File: src/rtl/mem_arbiter.sv
// Two-port arbiter sharing the synchronous-read CPU memory between the 6502 core (port 0)
// and the loader/debug DMA (port 1): round-robin, bounded locked bursts, read return, range reject.
package mem_arbiter_pkg;
  typedef enum logic {MW_READ = 1'b0, MW_WRITE = 1'b1} mw_t;
  typedef logic [15:0] addr_t;
  typedef logic [7:0]  data_t;
endpackage

// state   | meaning
// IDLE    | nobody won last cycle, or the winner did not ask to lock
// OWN0    | port 0 won last cycle with lock set; it keeps priority until MAX_BURST
// OWN1    | port 1 won last cycle with lock set; it keeps priority until MAX_BURST
module mem_arbiter
  import mem_arbiter_pkg::*;
#(
  parameter int unsigned MEM_DEPTH = 2048,
  parameter int unsigned MAX_BURST = 4
) (
  input  logic  clk,
  input  logic  rst_n,
  input  logic  p0_req,
  input  mw_t   p0_mw,
  input  addr_t p0_addr,
  input  data_t p0_wdata,
  input  logic  p0_lock,
  output logic  p0_gnt,
  output logic  p0_rvalid,
  output data_t p0_rdata,
  output logic  p0_err,
  input  logic  p1_req,
  input  mw_t   p1_mw,
  input  addr_t p1_addr,
  input  data_t p1_wdata,
  input  logic  p1_lock,
  output logic  p1_gnt,
  output logic  p1_rvalid,
  output data_t p1_rdata,
  output logic  p1_err,
  output mw_t   mem_mw,
  output addr_t mem_addr,
  output data_t mem_data_in,
  input  data_t mem_data_out
);

  typedef enum logic [1:0] {ST_IDLE, ST_OWN0, ST_OWN1} own_e;

  localparam logic [3:0] C_MAX = 4'(MAX_BURST);

  own_e       r_state, w_state_nxt;
  logic [3:0] r_burst, w_burst_nxt;
  logic       r_last, w_last_nxt;
  logic       r_rvalid0, r_rvalid1, r_err0, r_err1;

  logic       w_own_vld, w_own_port;
  logic       w_win_vld, w_win;
  mw_t        w_sel_mw;
  addr_t      w_sel_addr;
  data_t      w_sel_wdata;
  logic       w_sel_lock;
  logic       w_in_range, w_drive;

  assign w_own_vld  = (r_state != ST_IDLE);
  assign w_own_port = (r_state == ST_OWN1);

  always_comb begin
    w_win_vld = 1'b0;
    w_win     = 1'b0;
    if (rst_n) begin
      if (p0_req && p1_req) begin
        w_win_vld = 1'b1;
        if (w_own_vld && (r_burst < C_MAX)) w_win = w_own_port;
        else if (w_own_vld)                 w_win = ~w_own_port;
        else                                w_win = ~r_last;
      end else if (p0_req || p1_req) begin
        w_win_vld = 1'b1;
        w_win     = p1_req;
      end
    end
  end

  assign w_sel_mw    = w_win ? p1_mw    : p0_mw;
  assign w_sel_addr  = w_win ? p1_addr  : p0_addr;
  assign w_sel_wdata = w_win ? p1_wdata : p0_wdata;
  assign w_sel_lock  = w_win ? p1_lock  : p0_lock;
  assign w_in_range  = (32'(w_sel_addr) < MEM_DEPTH);
  assign w_drive     = w_win_vld && w_in_range;

  assign p0_gnt = w_win_vld && !w_win;
  assign p1_gnt = w_win_vld &&  w_win;

  // Out-of-range or absent accesses park the memory on a harmless read of address 0.
  assign mem_mw      = w_drive ? w_sel_mw    : MW_READ;
  assign mem_addr    = w_drive ? w_sel_addr  : '0;
  assign mem_data_in = w_drive ? w_sel_wdata : '0;

  always_comb begin
    w_state_nxt = ST_IDLE;
    w_burst_nxt = 4'd0;
    w_last_nxt  = r_last;
    if (w_win_vld) begin
      w_last_nxt = w_win;
      if (w_sel_lock) begin
        w_state_nxt = w_win ? ST_OWN1 : ST_OWN0;
        if (r_state == w_state_nxt) w_burst_nxt = (r_burst >= C_MAX) ? C_MAX : r_burst + 4'd1;
        else                        w_burst_nxt = 4'd1;
      end
    end
  end

  always_ff @(posedge clk) begin
    if (!rst_n) begin
      r_state   <= ST_IDLE;
      r_burst   <= 4'd0;
      r_last    <= 1'b1;
      r_rvalid0 <= 1'b0;
      r_rvalid1 <= 1'b0;
      r_err0    <= 1'b0;
      r_err1    <= 1'b0;
    end else begin
      r_state   <= w_state_nxt;
      r_burst   <= w_burst_nxt;
      r_last    <= w_last_nxt;
      r_rvalid0 <= w_drive && !w_win && (w_sel_mw == MW_READ);
      r_rvalid1 <= w_drive &&  w_win && (w_sel_mw == MW_READ);
      r_err0    <= w_win_vld && !w_win && !w_in_range;
      r_err1    <= w_win_vld &&  w_win && !w_in_range;
    end
  end

  // A reset arriving while a return is pending kills it in that same cycle, not one later.
  assign p0_rvalid = r_rvalid0 && rst_n;
  assign p1_rvalid = r_rvalid1 && rst_n;
  assign p0_err    = r_err0 && rst_n;
  assign p1_err    = r_err1 && rst_n;
  assign p0_rdata  = mem_data_out;
  assign p1_rdata  = mem_data_out;

endmodule

File: config.mk
export PLATFORM = sky130hd
export DESIGN_NAME = mem_arbiter
export DESIGN_NICKNAME = d
export VERILOG_FILES = /design/src/rtl/mem_arbiter.sv
export SDC_FILE = /design/constraint.sdc
export NUM_CORES = 1
export LEC_CHECK = 0
export ABC_CLOCK_PERIOD_IN_PS = 1900
export CAP_MARGIN = 10
export CORE_ASPECT_RATIO = 0.5
export CORE_MARGIN = 2
export CORE_UTILIZATION = 25
export CTS_CLUSTER_DIAMETER = 150
export DETAILED_ROUTE_END_ITERATION = 8
export PLACE_DENSITY = 0.74
export SLEW_MARGIN = 20
export SYNTH_ARGS = -nofsm -noshare
export SYNTH_HDL_FRONTEND = slang
export SYNTH_SLANG_ARGS = --single-unit
export TNS_END_PERCENT = 30
File: constraint.sdc
create_clock -name clk -period 1.9 [get_ports clk]
set_input_delay 0.38 -clock clk [delete_from_list [all_inputs] [get_ports clk]]
set_output_delay 0.38 -clock clk [all_outputs]
set_load 0.005 [all_outputs]
## Word level (Yosys, flattened, before mapping)

Cells that the tools add are included.
W data, S select, Z words.

| storage, ports and cells | value |
|---|---|
| register bits after elaboration | 11 |
| input bits | 64 |
| output and inout port bits | 47 |
| word-level logic and storage cells | 62 |

| cells by class | value |
|---|---|
| add/subtract/negate cells | 1 |
| magnitude comparators | 3 |
| equal/unequal tests | 2 |
| mux-type cells | 18 |
| bitwise logic cells | 7 |
| reductions and logical operators | 22 |

Operator list:

| cell | number |
|---|---|
| $mux W16 | 2 |
| $lt A16 B12 Y1 const B | 1 |
| $mux W8 | 2 |
| $logic_and A1 B1 Y1 | 15 |
| $mux W1 | 12 |
| $not A1 Y1 | 7 |
| $reduce_or A5 Y1 | 1 |
| $add A4 B1 Y4 const B | 1 |
| $ge A4 B3 Y1 const B | 1 |
| $lt A4 B3 Y1 const B | 1 |
| $reduce_and A4 Y1 | 1 |
| $mux W3 | 1 |
| $reduce_and A3 Y1 | 1 |
| $eq A2 B2 Y1 | 1 |
| $eq A2 B2 Y1 const B | 1 |
| $logic_not A1 Y1 | 2 |
| $mux W2 | 1 |
| $reduce_bool A2 Y1 | 1 |
| $logic_or A1 B1 Y1 | 1 |

## Logic depth before layout (Yosys ltp)

| logic depth | value |
|---|---|
| depth after elaboration | 11 |
| depth in mapped cells | 5 |
| mapped depth without buffers | 5 |

## Worst setup path before layout

OpenSTA, ideal clock, no wires.

| timing path | value |
|---|---|
| path kind | register to output |
| start point | reg r_burst[3] |
| end point | out mem_addr[0] |
| arrival time | 1,566 ps |
| data required time | 1,520 ps |
| setup slack | -46 ps |
| stages on the path, launching flop included | 6 |
| buffers on the path | 1 |
| path through | dfxtp_1 > or2_4 > a221o_2 > o2111a_1 > buf_6 > a22o_1 |

| between the ends | value |
|---|---|
| longest elaborated chain between the ends | 9 |

Ends and longest elaborated chain:

| item | line | text |
|---|---|---|
| start: declaration | 50 | `logic [3:0] r_burst, w_burst_nxt;` |
| start signal: assignment | 121 | `r_burst <= w_burst_nxt;` |
| $lt A4 B3 Y1 (*) | 71 | `if (w_own_vld && (r_burst < C_MAX)) w_win = w_own_port;` |
| $logic_and A1 B1 Y1 (*) | 71 |  |
| $mux W1 (*) | 71 |  |
| $mux W1 (*) | 69 | `if (p0_req && p1_req) begin` |
| $mux W1 (*) | 68 | `if (rst_n) begin` |
| $mux W16 (*) | 82 | `assign w_sel_addr = w_win ? p1_addr : p0_addr;` |
| $lt A16 B12 Y1 | 85 | `assign w_in_range = (32'(w_sel_addr) < MEM_DEPTH);` |
| $logic_and A1 B1 Y1 | 86 | `assign w_drive = w_win_vld && w_in_range;` |
| $mux W16 (*) | 93 | `assign mem_addr = w_drive ? w_sel_addr : '0;` |
| end: declaration | 40 | `output addr_t mem_addr,` |

Mark *: on every way between the ends. The rest lies on a longest branch, timed or not.

## Final worst setup path

| timing path | value |
|---|---|
| start point | reg r_burst[3] |
| end point | out mem_data_in[3] |

| between the ends | value |
|---|---|
| longest elaborated chain between the ends | 9 |
| elaborated cells on any way between the ends | 10 |
| classes of those cells | order compare (2); mux (6); reduce/logical (2) |

Ends and longest elaborated chain:

| item | line | text |
|---|---|---|
| $lt A4 B3 Y1 (*) | 71 |  |
| $logic_and A1 B1 Y1 (*) | 71 |  |
| $mux W1 (*) | 71 |  |
| $mux W1 (*) | 69 |  |
| $mux W1 (*) | 68 |  |
| $mux W16 | 82 |  |
| $lt A16 B12 Y1 | 85 |  |
| $logic_and A1 B1 Y1 | 86 |  |
| $mux W8 (*) | 94 | `assign mem_data_in = w_drive ? w_sel_wdata : '0;` |
| end: declaration | 41 | `output data_t mem_data_in,` |

Marks and branches as above.

==> run metrics <==
outcome=finished with violations; violated checks=setup timing; Final min period=2.49 ns; placed cell area=1970 sq um; DRT Wirelength=4210 microns; vias in the first global route=1,345; CP arrival=2.11 ns; Slew Viols, Final=0; hold_ws=0.570 ns; syn_area_per_cell=8.55 sq um; FF-to-FF setup slack=-0.01 ns; final hold vios=0; Finished Layout Cells=278; P per Cell Area=367 nW/um^2; GR Overflow Total=0; worst hold path type=reg2reg; CTS H-tree lvls=1; global placement routability congestion=0.896; Mapped Cells=116; DR pass1 iterations=4; hold buffers post-CTS=0; Vias/cell=4.70; setup ws final=-0.592 ns; post-synthesis register bit count=11; Layout Nets=290; Routed Antenna Nets=0; IO Count=111; first-pass GRT wire length=6350 microns; Initial Util=25.7%; Placement Setup Slack=-1.04 ns; metal2 WL=2170 microns; quantity of I/O buffers inserted on ports=81; distinct cell type count of the synthesized netlist=40; root buffer cell=clkbuf_8; First DRT Iteration DRCs=23; Tot GR Track Use=17.6%; CTS tree=yes; CP max FO=10; fmax=401 MHz; unrepaired setup endpoints after global routing=yes; initial antenna violation count=0; Residual DRC=0; register area share after synthesis=22.2%; Max Used Layer=met4; Ys Warns=0; Startpoint Class=flip-flop; dpl hpwl=3030 microns; Synth Cell Area=992 sq um; share of cells above drive strength 1=39.3%; final setup vio count=23; Die Y=48.5 microns; met1 wire length=1640 microns; Layout Skew=0.00176 ns; final worst-path cycle share=131%; Static Leak=1.00 nW; core area=3860 sq um; worst vdd ir=0.235 mV; Critical Path Sink Type=output port; CTS sink count=11; max cap viols=0; Die W=93.1 microns; WL/cell=15.1 microns; Via Count=1,306; Area Overhead vs Synth=114%; Crit Path Class=reg2out; total negative slack=-11.44 ns; largest net degree at the start of global routing=21; Max Root-Sink Buffers=2; Placed Cells=264; Met3 Routed Length=297 microns; n_diodes=0; Worst-path clk slew=0.05 ns; clock buffer count from CTS=3; clk_lat worst skew=0.24 ns; FP Rows=16; post-route cell area=2120 sq um; Critical Path RT=1.52 ns; die area=4520 sq um
-- through the flow --
stage               utilization [%]  power, mW
CTS                            55.2      0.768
global route                   55.0      0.822
finish                         55.0      0.779
floorplan                         -      0.343
global placement               50.9      0.503
detailed placement             50.9      0.509
-- timing repair --
action | CTS | global route
setup buffers | 7 | 2
endpoints found under the setup margin | 28 | 27
resized for setup | 100 | 22
pin swaps | 11 | 22
cloned | 2 | 2
-- routing by layer --
| layer | GRT usage [%] | vias up |
|---|---|---|
| met2 | 33.8 | 58 |
| li1 | - | 624 |
| met1 | 18.4 | 611 |
| met5 | 0 | - |
| met3 | 4.36 | 13 |
| met4 | 7.35 | 0 |
-- cells in the mapped netlist --
master / number / area, sq um
nor2b_1: 1 / 6.26
nand2_1: 2 / 7.51
a21boi_0: 1 / 7.51
o211a_1: 3 / 30.0
nand2b_1: 1 / 6.26
o21ai_0: 3 / 15.0
ha_1: 1 / 12.5
a32oi_1: 1 / 8.76
a221oi_1: 1 / 8.76
nand4b_1: 1 / 8.76
o22ai_1: 1 / 6.26
or4_1: 1 / 7.51
and2_1: 6 / 37.5
dfxtp_1: 11 / 220
conb_1: 1 / 3.75
a211oi_1: 1 / 7.51
a221o_2: 1 / 11.3
a31oi_1: 1 / 6.26
buf_4: 21 / 158
o211ai_1: 1 / 7.51
and3_1: 1 / 6.26
nor2_1: 4 / 15.0
o2111ai_1: 1 / 8.76
a22o_1: 19 / 166
inv_1: 7 / 26.3
a211oi_4: 1 / 20.0
nor4_1: 1 / 6.26
or2_4: 1 / 8.76
o22a_2: 1 / 10.0
a21oi_1: 6 / 30.0
o221a_2: 1 / 11.3
nor3b_1: 1 / 7.51
o2111a_1: 1 / 11.3
and3b_1: 1 / 8.76
nand3_1: 1 / 5.00
or3b_2: 1 / 8.76
clkbuf_1: 2 / 7.51
buf_6: 4 / 45.0
nand4_1: 1 / 6.26
or3_1: 1 / 6.26
-- critical path, cell delays in order, from the launching register on --
cell and delay [ns]:
dfxtp_2 0.32, or2_4 0.24, a221o_2 0.39, buf_6 0.14
a211oi_4 0.19, buf_6 0.15, clkbuf_16 0.15, a22o_1 0.15
buf_2 0.12
-- power by group --
part	total [mW]	leakage, nW	internal, mW	switching [mW]
clock	0.244	0.0255	0.145	0.0991
sequential	0.246	0.0907	0.241	0.00521
combinational	0.289	0.887	0.192	0.0972
total	0.779	1.00	0.577	0.202
-- flip-flops by register name (all words and copies together) (netlist names) --
register,count
r_burst,4
r_state,2
r_err0,1
r_err1,1
r_last,1
r_rvalid0,1
r_rvalid1,1
-- cells in the final DEF, fill, tap and decap left out, types with 3 or more instances in the layout --
cell type,n
a21oi_1,4
clkbuf_2,4
inv_1,7
nor2_1,3
clkbuf_8,3
dfxtp_1,9
clkdlybuf4s50_1,53
and2_1,6
buf_4,33
dlygate4sd2_1,3
a22o_1,19
buf_2,17
o211a_1,3
buf_6,7
clkdlybuf4s15_1,4
conb_1,6
-- final timing paths --
kind,depth (start not counted),to,from
worst min register to register,2,r_burst[0],r_burst[0]
worst max-delay path,8,mem_data_in[3],r_burst[3]
worst max register to register,8,r_err0,r_burst[3]
worst min-delay path,2,r_burst[0],r_burst[0]
-- cells by family after synthesis --
family,count (synthesis),synth area share [%]
fa+ha+maj,1,1.26
flops,11,22.2
other cells,1,0.378
compound gates,44,37.0
simple gates,25,15.4
buf+inv,34,23.8
-- layout make-up --
cell class,instances,area (sq um)
repair buffers,126,1140
flip-flops and latches,11,223
clock buffers,3,41.3
multi-input cells,76,621
fillers,341,1740
clock inverters,1,5.00
well taps,54,67.6
inverters,7,26.3
No activity file was read; power rests on OpenSTA's default activity.
